### src/rtl/midi_rx_ctrl.sv
// MIDI 31250-baud receiver: byte framing plus channel-message assembly.
// Define MIDI_RX_RUNNING_STATUS_EN to keep running status across messages.
module midi_rx_ctrl #(
    parameter int CLKS_PER_BIT = 128
) (
    input  logic       clk,
    input  logic       reset,
    input  logic       in,
    output logic [7:0] data,
    output logic       byte_valid,
    output logic       frame_err,
    output logic       busy,
    output logic [7:0] msg_status,
    output logic [7:0] msg_d1,
    output logic [7:0] msg_d2,
    output logic       msg_valid
);
    localparam int CW = $clog2(CLKS_PER_BIT);
    localparam logic [CW-1:0] HALF = CW'(CLKS_PER_BIT / 2 - 1);
    localparam logic [CW-1:0] LAST = CW'(CLKS_PER_BIT - 1);

    localparam logic [1:0] IDLE  = 2'd0;
    localparam logic [1:0] START = 2'd1;
    localparam logic [1:0] DATA  = 2'd2;
    localparam logic [1:0] STOP  = 2'd3;

    logic          s1;
    logic          s;
    logic [1:0]    state;
    logic [CW-1:0] cnt;
    logic [7:0]    sh;
    logic [2:0]    bidx;
    logic          brk;

    always_ff @(posedge clk or negedge reset) begin
        if (!reset) begin
            s1 <= 1'b1;
            s  <= 1'b1;
        end else begin
            s1 <= in;
            s  <= s1;
        end
    end

    always_ff @(posedge clk or negedge reset) begin
        if (!reset) begin
            state      <= IDLE;
            cnt        <= '0;
            sh         <= 8'h00;
            bidx       <= 3'd0;
            brk        <= 1'b0;
            data       <= 8'h00;
            byte_valid <= 1'b0;
            frame_err  <= 1'b0;
        end else begin
            byte_valid <= 1'b0;
            frame_err  <= 1'b0;
            cnt        <= cnt + 1'b1;
            case (state)
                IDLE: begin
                    // a break must end before the next start is honoured
                    if (brk) begin
                        if (s) brk <= 1'b0;
                    end else if (!s) begin
                        state <= START;
                        cnt   <= '0;
                    end
                end
                START: begin
                    if (cnt == HALF) begin
                        cnt  <= '0;
                        bidx <= 3'd0;
                        state <= s ? IDLE : DATA;
                    end
                end
                DATA: begin
                    if (cnt == LAST) begin
                        cnt  <= '0;
                        sh   <= {s, sh[7:1]};
                        bidx <= bidx + 3'd1;
                        if (bidx == 3'd7) state <= STOP;
                    end
                end
                STOP: begin
                    if (cnt == LAST) begin
                        cnt   <= '0;
                        state <= IDLE;
                        if (s) begin
                            data       <= sh;
                            byte_valid <= 1'b1;
                        end else begin
                            frame_err <= 1'b1;
                            brk       <= 1'b1;
                        end
                    end
                end
                default: begin
                    state <= IDLE;
                    cnt   <= '0;
                end
            endcase
        end
    end

    assign busy = (state != IDLE);

    logic [7:0] rs;
    logic       rs_ok;
    logic       idx;
    logic [7:0] pd1;
    logic       one;
    logic       rs_keep;
    logic       is_rt;
    logic       is_sys;
    logic       is_ch;
    logic       is_dat;

`ifdef MIDI_RX_RUNNING_STATUS_EN
    assign rs_keep = 1'b1;
`else
    assign rs_keep = 1'b0;
`endif

    assign one    = (rs[7:5] == 3'b110);
    assign is_rt  = (data[7:3] == 5'b11111);
    assign is_sys = (data[7:3] == 5'b11110);
    assign is_ch  = data[7] && (data[7:4] != 4'hF);
    assign is_dat = !data[7];

    always_ff @(posedge clk or negedge reset) begin
        if (!reset) begin
            rs         <= 8'h00;
            rs_ok      <= 1'b0;
            idx        <= 1'b0;
            pd1        <= 8'h00;
            msg_status <= 8'h00;
            msg_d1     <= 8'h00;
            msg_d2     <= 8'h00;
            msg_valid  <= 1'b0;
        end else begin
            msg_valid <= 1'b0;
            if (byte_valid) begin
                unique case (1'b1)
                    is_rt: begin
                        msg_valid  <= 1'b1;
                        msg_status <= data;
                        msg_d1     <= 8'h00;
                        msg_d2     <= 8'h00;
                    end
                    is_sys: rs_ok <= 1'b0;
                    is_ch: begin
                        rs    <= data;
                        rs_ok <= 1'b1;
                        idx   <= 1'b0;
                    end
                    is_dat: begin
                        if (rs_ok) begin
                            if (!idx && !one) begin
                                pd1 <= data;
                                idx <= 1'b1;
                            end else begin
                                msg_valid  <= 1'b1;
                                msg_status <= rs;
                                msg_d1     <= idx ? pd1 : data;
                                msg_d2     <= idx ? data : 8'h00;
                                idx        <= 1'b0;
                                rs_ok      <= rs_keep;
                            end
                        end
                    end
                    default: ;
                endcase
            end
        end
    end

endmodule

### config.mk
export PLATFORM = sky130hd
export DESIGN_NAME = midi_rx_ctrl
export DESIGN_NICKNAME = d
export VERILOG_FILES = /design/src/rtl/midi_rx_ctrl.sv
export SDC_FILE = /design/constraint.sdc
export NUM_CORES = 1
export LEC_CHECK = 0
export ABC_AREA = 1
export CAP_MARGIN = 15
export CORE_ASPECT_RATIO = 0.5
export CORE_MARGIN = 4
export CORE_UTILIZATION = 50
export CTS_BUF_LIST = sky130_fd_sc_hd__clkbuf_8
export DETAILED_ROUTE_END_ITERATION = 7
export DONT_BUFFER_PORTS = 1
export HOLD_SLACK_MARGIN = 0.15
export MAX_ROUTING_LAYER = met4
export PLACE_DENSITY = 0.72
export SETUP_SLACK_MARGIN = 0.4
export SLEW_MARGIN = 20
export SYNTH_ARGS = -nofsm -noshare
export SYNTH_HDL_FRONTEND = slang
export SYNTH_SLANG_ARGS = --single-unit
### constraint.sdc
create_clock -name clk -period 1.84 [get_ports clk]
set_input_delay 0.276 -clock clk [delete_from_list [all_inputs] [get_ports clk]]
set_output_delay 0.276 -clock clk [all_outputs]
set_load 0.03 [all_outputs]
==> flow_metrics.tcl, run 1 <==
set metrics [dict create \
    finalHoldViolCount 73 \
    worst_r2r_startpoint "cnt[1]" \
    drt_pre_antenna_iters 6 \
    filler_cell_count 495 \
    min_path_type "in2async" \
    final_common_cell "nand2_1" \
    cp_data_arrival_time_ps 1740 \
    failed_checks "hold timing" \
    crit_path_max_incr_delay_ps 400 \
    rsz0062_at_grt "true" \
    status "finished with violations" \
    floorplan.core_area_um2 6206 \
    routedWlPerCell_um 15.84 \
    clock_sinks 73 \
    top_family_by_delay_on_critical_path "simple AND/OR/NAND/NOR gates" \
    crit_path_max_fanout 5 \
    post_detailed_routing_wire_length_um 7271 \
    layout_setup_ws_ps 343.2 \
    die-height_um 65.14 \
    holdBufCountCts 1 \
    ff_latch_area_um2 1836 \
    worst_ep_required_time_ps 2080 \
    maximum_number_of_pins_on_one_net_before_global_route_repair 74 \
    drive_above_1_share_pct 33.42 \
    regToRegEndpoint "sh[1]" \
    drcViolationCount 0 \
    antenna_cells_inserted 0 \
    critical-path-top-cell-by-count "nand2_4" \
    detail-route-antenna-nets 0 \
    global_route.usage.total_pct 18.65 \
    timing.critical_path.buf_inv 2 \
    timing.critical_path.slowest_stage_cell "dfrtp_1" \
    multi_input_comb_area_um2 1425 \
    setup_viol_count_final 0 \
    area_growth_pct 22.92 \
    fmaxAchievable_ghz 0.6681 \
    yosysTopAreaCellShare_pct 54.43 \
    netlist-cell-type-count 33 \
    grt_first_pass_wirelength_um 11180 \
    avg_synthesized_cell_area_um2 9.601 \
    hold_slack_final_ps -380.1 \
    ir_worst_vdd_mv 0.4073 \
    r2r.worst_path.cells 9 \
    layout.cells.most_common_list "nand2_1, dfrtp_1, o21ai_2" \
    rows 20 \
    timing_max_transition_violations_final 0 \
    clock-root-buffer "clkbuf_8" \
    yosysWarnings 0 \
    routed_via_count 2421 \
    cts_tree "done" \
    ioPinCount 39 \
    place.port_buffers 0 \
    die_area_um2 7964 \
    initial_antenna_violation_count 0 \
    drt_iter0_markers 169 \
    worst_pin_slew_ps 554.5 \
    finalWorstPathRequiredPeriod_ps 1497 \
    worst_setup_path_start_kind "register" \
    die_span_in_x_um 122.3 \
    path_cells "ha_4, nand2_2, nor2_4, nand2_4, inv_8, nand2_8, clkbuf_16, nand2_4, o21ai_2" \
    cts-htree-levels 3 \
    fin_setup_tns_ps 0 \
    yosysTopAreaCell "dfrtp_1" \
    vias_per_cell 5.275 \
    leakagePower_nw 1.919 \
    clock_tree.buffer_depth 2 \
    endpoint_kind "register" \
    netlist_top_cells_area "dfrtp_1, nand2_1, o21ai_2" \
    timing.max_slew.rel_slack_pct 63.03 \
    finalWeightedCongestion 0.8826 \
    timing.reg2reg.setup_slack_ps 340 \
    power-per-cell-area_nw_per_um2 738.7 \
    timing.setup.critical_path_class "reg2reg" \
    maxCapViolations 0 \
    synth_sequential_area_ratio_pct 56.04 \
    synth_cells 340 \
    post_synth_instance_area_um2 3264 \
    grt_pass1_vias 2319 \
    hpwl_um 4460 \
    dpl_worst_slack_ps 217.2 \
    cp.depth 9 \
    latest_clock_arrival_within_the_worst_skew_pair_ps 340 \
    clock_skew_ps 7.033 \
    layout_worst_path_cycle_share_pct 81.35 \
    floorplan.initialDensity_pct 52.60 \
    cts_made_buffers 9 \
    grt-ovfl-total 0 \
    final_nets 372 \
    clk_pin_slew_ps 80 \
    synth_seq_cells 73 \
]
==> kinds of logic (layout without fill, tap and decap cells) <==
logic type | after synthesis | count (layout) | synth area share, %
simple gates | 145 | 146 | 19.62
flops | 73 | 73 | 56.04
compound gates | 69 | 69 | 14.80
buf+inv | 45 | 74 | 7.091
fa+ha+maj | 3 | 3 | 1.150
mux | 3 | 3 | 0.9199
other cells | 1 | 2 | 0.1149
xor+xnor | 1 | 1 | 0.2684
==> cell type report <==
| class | instances | share of cell area (%) |
|---|---|---|
| Clock buffer | 9 | 3.087 |
| Clock inverter | 7 | 2.183 |
| Inverter | 32 | 3.243 |
| Multi-Input combinational cell | 224 | 35.52 |
| Sequential cell | 73 | 45.74 |
| Tap cell | 88 | 2.744 |
| Timing Repair Buffer | 26 | 7.484 |
==> worst max path at each step <==
stage / from / end / slack [ps]
5_1_grt: data[4] / pd1[1] / 280
4_1_cts: cnt[0] / sh[5] / 380
3_5_place_dp: cnt[0] / cnt[4] / 220
3_3_place_gp: cnt[0] / cnt[0] / 290
2_1_floorplan: data[7] / msg_status[6] / 380
6_report: cnt[1] / sh[1] / 340
==> registers in the layout, indices dropped and copies added (netlist names), 3 cells and up, named ones only <==
signal and flops:
data 8, msg_status 8, rs 8, sh 8, cnt 7, msg_d1 7
msg_d2 7, pd1 7, bidx 3
==> cell usage after synthesis <==
cell and count:
nand3_1 14, buf_1 1, a21o_1 1, dfstp_2 2
nor2_1 14, nor3b_1 1, nor2_2 2, o21ai_1 3
xor2_1 1, a22oi_1 7, nor2_4 1, nand2_1 99
mux2i_1 3, buf_6 6, a21boi_0 1, nand4_1 1
nand2_4 1, nand3b_1 3, o21ai_2 30, inv_2 2
nor3_1 2, inv_1 30, dfrtp_1 71, nor3_4 1
buf_2 2, buf_4 4, nand3_4 1, o21ai_0 22
o31ai_1 1, nand2_2 5, a21oi_1 4, ha_1 3
conb_1 1
==> through the flow <==
stage	hold slack (ps)	utilization [%]	cells	power (mW)	cell area (µm²)
final	-380.1	64.66	459	2.964	4013
after global placement	-17.06	54.46	427	1.649	3379
after floorplan	-19.59	-	341	1.651	3289
after global routing	-405.5	64.66	459	3.068	4013
after CTS	-395.8	59.21	449	2.980	3675
after detailed placement	-17.57	54.46	427	1.649	3379
==> per-layer routing <==
metal / vias up / share of wire (%) / global-route usage [%]
li1: 1154 / - / -
met1: 1182 / 42 / 22.32
met2: 71 / 50 / 29.46
met3: 14 / 6.7 / 6.707
met4: 0 / 1.8 / 6.834
met5: - / 0 / -
==> what timing repair did <==
item / 4_1_cts / 5_1_grt
pin swaps: 1 / 8
resized for setup: 12 / 54
setup endpoints to repair: 55 / 65
cloned: 1 / 5
hold endpoints to repair: 74 / 73
buffers inserted: 4 / 5
==> report_power, final <==
group | internal, mW | switching, mW | total [mW]
registers | 1.61 | 0.00390 | 1.61
clock network | 0.751 | 0.592 | 1.34
logic | 0.00196 | 0.00769 | 0.00965
total | 2.36 | 0.604 | 2.96
Note: power is estimated with default switching activity, not from simulation.
==> run 2, diff against run 1 <==
==> constraint.sdc (replaced) <==
create_clock -name clk -period 1.4 [get_ports clk]
set_input_delay 0.21 -clock clk [delete_from_list [all_inputs] [get_ports clk]]
set_output_delay 0.21 -clock clk [all_outputs]
set_load 0.03 [all_outputs]
==> run 2 against run 1 <==
Against the previous run: the flow still finishes with violations (hold timing); sequential power rose by 31%; fmax rose by 7.5%; critical path depth fell by 3; critical path type unchanged; register-to-register slack got worse by 340 ps; clock power rose by 7%; sequential cell count did not move; highest routed layer unchanged; largest cell class unchanged; total power rose by 21%; clock skew rose by 4.4 ps; largest power group unchanged.
==> flow_metrics.tcl, run 2 (synthesis results as in run 1) <==
set metrics [dict create \
    place.port_buffers 0 \
    drt_iter0_markers 177 \
    endpoint_kind "register" \
    die_span_in_x_um 122.3 \
    initial_antenna_violation_count 0 \
    layout.cells.most_common_list "nand2_1, dfrtp_1, o21ai_2" \
    clock_sinks 73 \
    rows 20 \
    holdBufCountCts 1 \
    grt-ovfl-total 0 \
    clock-root-buffer "clkbuf_8" \
    clk_pin_slew_ps 80 \
    final_cells 488 \
    maximum_number_of_pins_on_one_net_before_global_route_repair 74 \
    power-per-cell-area_nw_per_um2 839.2 \
    maxCapViolations 0 \
    ioPinCount 39 \
    final_nets 401 \
    antenna_cells_inserted 0 \
    dpl.cell_count 448 \
    area_growth_pct 30.74 \
    rsz0062_at_grt "true" \
    drt_pre_antenna_iters 4 \
    ir_worst_vdd_mv 0.3817 \
    timing.setup.critical_path_class "reg2reg" \
    layout_worst_path_cycle_share_pct 99.43 \
    dpl_worst_slack_ps -21.18 \
    drive_above_1_share_pct 49.75 \
    clock_skew_ps 11.47 \
    layout_setup_ws_ps 8.045 \
    hold_slack_final_ps -448.7 \
    cts_made_buffers 9 \
    crit_path_max_fanout 13 \
    total_power_mw 3.581 \
    detail-route-antenna-nets 0 \
    post_detailed_routing_wire_length_um 7583 \
    fmaxAchievable_ghz 0.7184 \
    grt_first_pass_wirelength_um 12370 \
    worst_ep_required_time_ps 1630 \
    min_path_type "in2async" \
    latest_clock_arrival_within_the_worst_skew_pair_ps 360 \
    floorplan.initialDensity_pct 52.60 \
    routedWlPerCell_um 15.54 \
    grt_pass1_vias 2574 \
    timing_max_transition_violations_final 0 \
    hpwl_um 4773 \
    die-height_um 65.14 \
    floorplan.core_area_um2 6206 \
    finalWorstPathRequiredPeriod_ps 1392 \
    routed_via_count 2548 \
    worst_setup_path_start_kind "register" \
    setup_viol_count_final 0 \
    clock_tree.buffer_depth 2 \
    die_area_um2 7964 \
    cts-htree-levels 3 \
    finalWeightedCongestion 0.8986 \
    cp_data_arrival_time_ps 1630 \
    failed_checks "hold timing" \
    leakagePower_nw 1.993 \
    finalHoldViolCount 73 \
    global_route.usage.total_pct 20.84 \
    postLayoutCoreUtil_pct 68.77 \
    final_common_cell "nand2_1" \
    cts_tree "done" \
    status "finished with violations" \
    drcViolationCount 0 \
    vias_per_cell 5.221 \
    fin_setup_tns_ps 0 \
]
## run 2: cell count changes in the layout (fill, tap and decap cells not counted), sizes merged
| cell | previous run | this run |
|---|---|---|
| buf | 21 | 52 |
| clkinv | 1 | 6 |
| bufinv | 2 | 0 |
| clkbuf | 13 | 11 |
| clkinvlp | 2 | 0 |
| inv | 34 | 32 |
| nand2 | 105 | 106 |
## run 2: final cells by class
type / instances / area [µm²]
Fill cell: 434 / 1938
Sequential cell: 73 / 1871
Clock inverter: 6 / 36.28
Clock buffer: 10 / 137.6
Timing Repair Buffer: 54 / 516.7
Inverter: 32 / 132.6
Tap cell: 88 / 110.1
Multi-Input combinational cell: 225 / 1464
## run 2: worst paths after layout
kind,startpoint,end,slack (ps),cells after the start
worst max-delay path,data[7],msg_d1[1],8,6
worst min-delay path,reset,byte_valid,-450,0
worst max register to register,data[7],msg_d1[1],8,6
worst min register to register,s1,s,360,0
max in group asynchronous,reset,s1,1680,0
min in group clk,s1,s,360,0
## run 2: through the flow
stage	hold WS, ps	instance area, µm²
after floorplan	-85.59	3356
after global placement	-83.47	3590
after detailed placement	-83.01	3590
after CTS	-473.5	4124
after global routing	-477.9	4268
final	-448.7	4268
## run 2: worst max-delay path: stages (launching register included)
cell and delay, ps:
dfrtp_2 450, buf_4 200, o21ai_4 180, nand2_4 120, buf_12 170, nand2_1 80
o21ai_2 60
## run 2: repair_timing
action,in CTS,in global routing
gates cloned,2,1
gates resized for setup,77,26
endpoints found under the hold margin,74,73
pin swaps,7,1
endpoints found under the setup margin,105,105
buffers inserted,15,5
## run 2: layer usage
| layer | up-vias | track usage (%) | share of wire, % |
|---|---|---|---|
| met5 | - | - | 0 |
| met4 | 0 | 6.555 | 1.3 |
| met3 | 10 | 6.277 | 5.7 |
| met2 | 70 | 36.36 | 52 |
| met1 | 1252 | 23.34 | 41 |
| li1 | 1216 | - | - |
## run 2: power by group
part,switching [mW],internal [mW],total [mW]
clock network,0.763,0.681,1.44
logic,0.0182,0.00543,0.0237
registers,0.00173,2.11,2.11
==> run 3, diff against run 2 <==
--- a/config.mk
+++ b/config.mk
@@ -5,12 +5,12 @@
 export SDC_FILE = /design/constraint.sdc
 export NUM_CORES = 1
 export LEC_CHECK = 0
-export ABC_AREA = 1
 export CAP_MARGIN = 15
 export CORE_ASPECT_RATIO = 0.5
 export CORE_MARGIN = 4
 export CORE_UTILIZATION = 50
 export CTS_BUF_LIST = sky130_fd_sc_hd__clkbuf_8
+export CTS_CLUSTER_SIZE = 24
 export DETAILED_ROUTE_END_ITERATION = 7
 export DONT_BUFFER_PORTS = 1
 export HOLD_SLACK_MARGIN = 0.15
==> run 3 against run 2 <==
Against the previous run: the flow finishes with violations (hold timing, setup timing); fmax down 8.8%; core utilization up 5.0 points; design area up 6.0%; non-clock buffer count up 14; critical endpoint is now data[3]; largest cell class unchanged.
==> flow_metrics.tcl, run 3 <==
set metrics [dict create \
    endpoint_kind "register" \
    drcViolationCount 0 \
    cts_tree "done" \
    layout_setup_ws_ps -126.7 \
    routedWlPerCell_um 18.34 \
    status "finished with violations" \
    initial_antenna_violation_count 0 \
    worst_setup_path_start_kind "register" \
    die_span_in_x_um 120.9 \
    share_clk_of_total_power_pct 45.5 \
    die_area_um2 7792 \
    timing_max_transition_violations_final 0 \
    worst_ep_required_time_ps 1640 \
    clock_tree.buffer_depth 2 \
    setup_viol_count_final 51 \
    detail-route-antenna-nets 0 \
    maxCapViolations 0 \
    finalHoldViolCount 73 \
    cts_made_buffers 9 \
    timing.reg2reg.setup_slack_ps -130 \
    postLayoutCoreUtil_pct 73.76 \
    grt_first_pass_wirelength_um 12360 \
    share_of_total_power_consumed_by_net_switching_pct 19.51 \
    ys.flop_type "dfrtp_1" \
    grt-ovfl-total 0 \
    total_power_mw 3.911 \
    final_common_cell "dfrtp_1" \
    post_synth_most_frequent_cells "dfrtp_1, nand2_1, nand3_1" \
    clock-root-buffer "clkbuf_8" \
    synth-edff-count 0 \
    p_comb_share_pct 0.4 \
    synth_cells 266 \
    hpwl_um 4497 \
    drt_pre_antenna_iters 4 \
    drive_above_1_share_pct 59.23 \
    routed_via_count 2383 \
    fin_area_um2 4522 \
    power-per-cell-area_nw_per_um2 864.9 \
    dpl_worst_slack_ps -198.8 \
    r2r.worst_path.cells 6 \
    drt_iter0_markers 98 \
    power.internal_mw 3.148 \
    finalWorstPathRequiredPeriod_ps 1527 \
    power.net_switching_mw 0.7631 \
    post_synth_instance_area_um2 3187 \
    floorplan.core_area_um2 6131 \
    area_growth_pct 41.89 \
    synthMostInstantiatedCell "dfrtp_1" \
    finalWeightedCongestion 0.7930 \
    layout_worst_path_cycle_share_pct 109.0 \
    latest_clock_arrival_within_the_worst_skew_pair_ps 360 \
    rows 20 \
    yosysTopAreaCell "dfrtp_1" \
    leakagePower_nw 1.972 \
    avg_synthesized_cell_area_um2 11.98 \
    holdBufCountCts 1 \
    yosysWarnings 0 \
    place.port_buffers 0 \
    clock_sinks 73 \
    ir_worst_vdd_mv 0.8901 \
    synth-async-reset-ratio_pct 100.0 \
    maximum_number_of_pins_on_one_net_before_global_route_repair 74 \
    floorplan.initialDensity_pct 51.98 \
    dpl.cell_count 377 \
    placement.cell_area_um2 3646 \
    fin_setup_tns_ps -3949 \
    pwr-share-seq_pct 54.1 \
    ioPinCount 39 \
    cts-htree-levels 3 \
    final_cells 424 \
    hold_slack_final_ps -464.0 \
    regToRegEndpoint "data[3]" \
    min_path_type "in2async" \
    timing.setup.critical_path_class "reg2reg" \
    cp_data_arrival_time_ps 1770 \
    crit_path_max_fanout 9 \
    yosysTopAreaCellShare_pct 55.75 \
    worst_r2r_startpoint "cnt[0]" \
    netlist_top_cells_area "dfrtp_1, mux2_2, mux2i_1" \
    fmaxAchievable_ghz 0.6550 \
    clock_skew_ps 13.57 \
    grt_pass1_vias 2441 \
    final_nets 337 \
    antenna_cells_inserted 0 \
    synth_seq_cells 73 \
    synth_sequential_area_ratio_pct 57.40 \
    rsz0062_at_grt "true" \
    post_detailed_routing_wire_length_um 7778 \
    layout.cells.most_common_list "dfrtp_1, buf_4, dfrtp_2" \
    netlist-cell-type-count 43 \
    clk_pin_slew_ps 80 \
    die-height_um 64.45 \
    global_route.usage.total_pct 21.54 \
    failed_checks "hold timing, setup timing" \
    vias_per_cell 5.620 \
]
==> run 3: how the worst max path moves through the flow <==
stage          startpoint       to  slack [ps]  cells past startpoint
2_1_floorplan     data[7]   pd1[0]        -190                      5
3_3_place_gp       cnt[1]  data[7]        -100                      6
4_1_cts            cnt[0]  data[3]        -140                      6
3_5_place_dp        rs[7]   pd1[4]        -200                      4
6_report           cnt[0]  data[3]        -130                      6
5_1_grt            cnt[0]  data[0]        -190                      6
==> run 3: what timing repair did <==
action,CTS,global route
hold endpoints to repair,74,73
endpoints found under the setup margin,105,105
buffers inserted,16,12
pin swaps,26,14
resized for setup,95,36
gates cloned,2,0
==> run 3: power groups by stage <==
stage                     clock network [mW]  registers [mW]  logic (mW)
after floorplan                            0            2.16      0.0147
after detailed placement                   0            2.16      0.0132
after global routing                    1.92            2.11      0.0189
after CTS                               1.82            2.12      0.0154
after global placement                     0            2.16      0.0132
final                                   1.78            2.12      0.0170
==> run 3: final cells by class <==
cell class	count	area [µm²]
sequential	73	1869
multi-input combinational	170	1607
fill	367	1609
clock inverter	6	76.32
tap	88	110.1
timing repair buffer	68	685.7
clock buffer	10	137.6
inverter	9	36.28
==> run 3: cells by family (layout without fill, tap and decap cells) <==
| logic type | Yosys count | in the layout | share of synthesized area [%] |
|---|---|---|---|
| buffers and inverters | 25 | 93 | 3.965 |
| other | 1 | 2 | 0.1177 |
| adder cells (fa/ha/maj) | 3 | 3 | 1.178 |
| XOR/XNOR | 6 | 6 | 1.649 |
| AO/OA/AOI/OAI | 47 | 47 | 10.37 |
| multiplexers | 35 | 35 | 12.84 |
| AND/OR/NAND/NOR | 76 | 77 | 12.49 |
| flip-flops | 73 | 73 | 57.40 |
==> run 3: layer usage <==
metal | part of all wire, % | track usage, %
met5 | 0 | -
met4 | 2.6 | 7.486
met3 | 7.0 | 9.765
met2 | 48 | 33.52
met1 | 43 | 25.04
==> run 3: worst max-delay path: stages (launching register included) <==
cell	delay, ps
dfrtp_1	400
ha_4	190
nand2_4	60
nor3_4	130
and3_4	210
buf_12	130
mux2_4	300
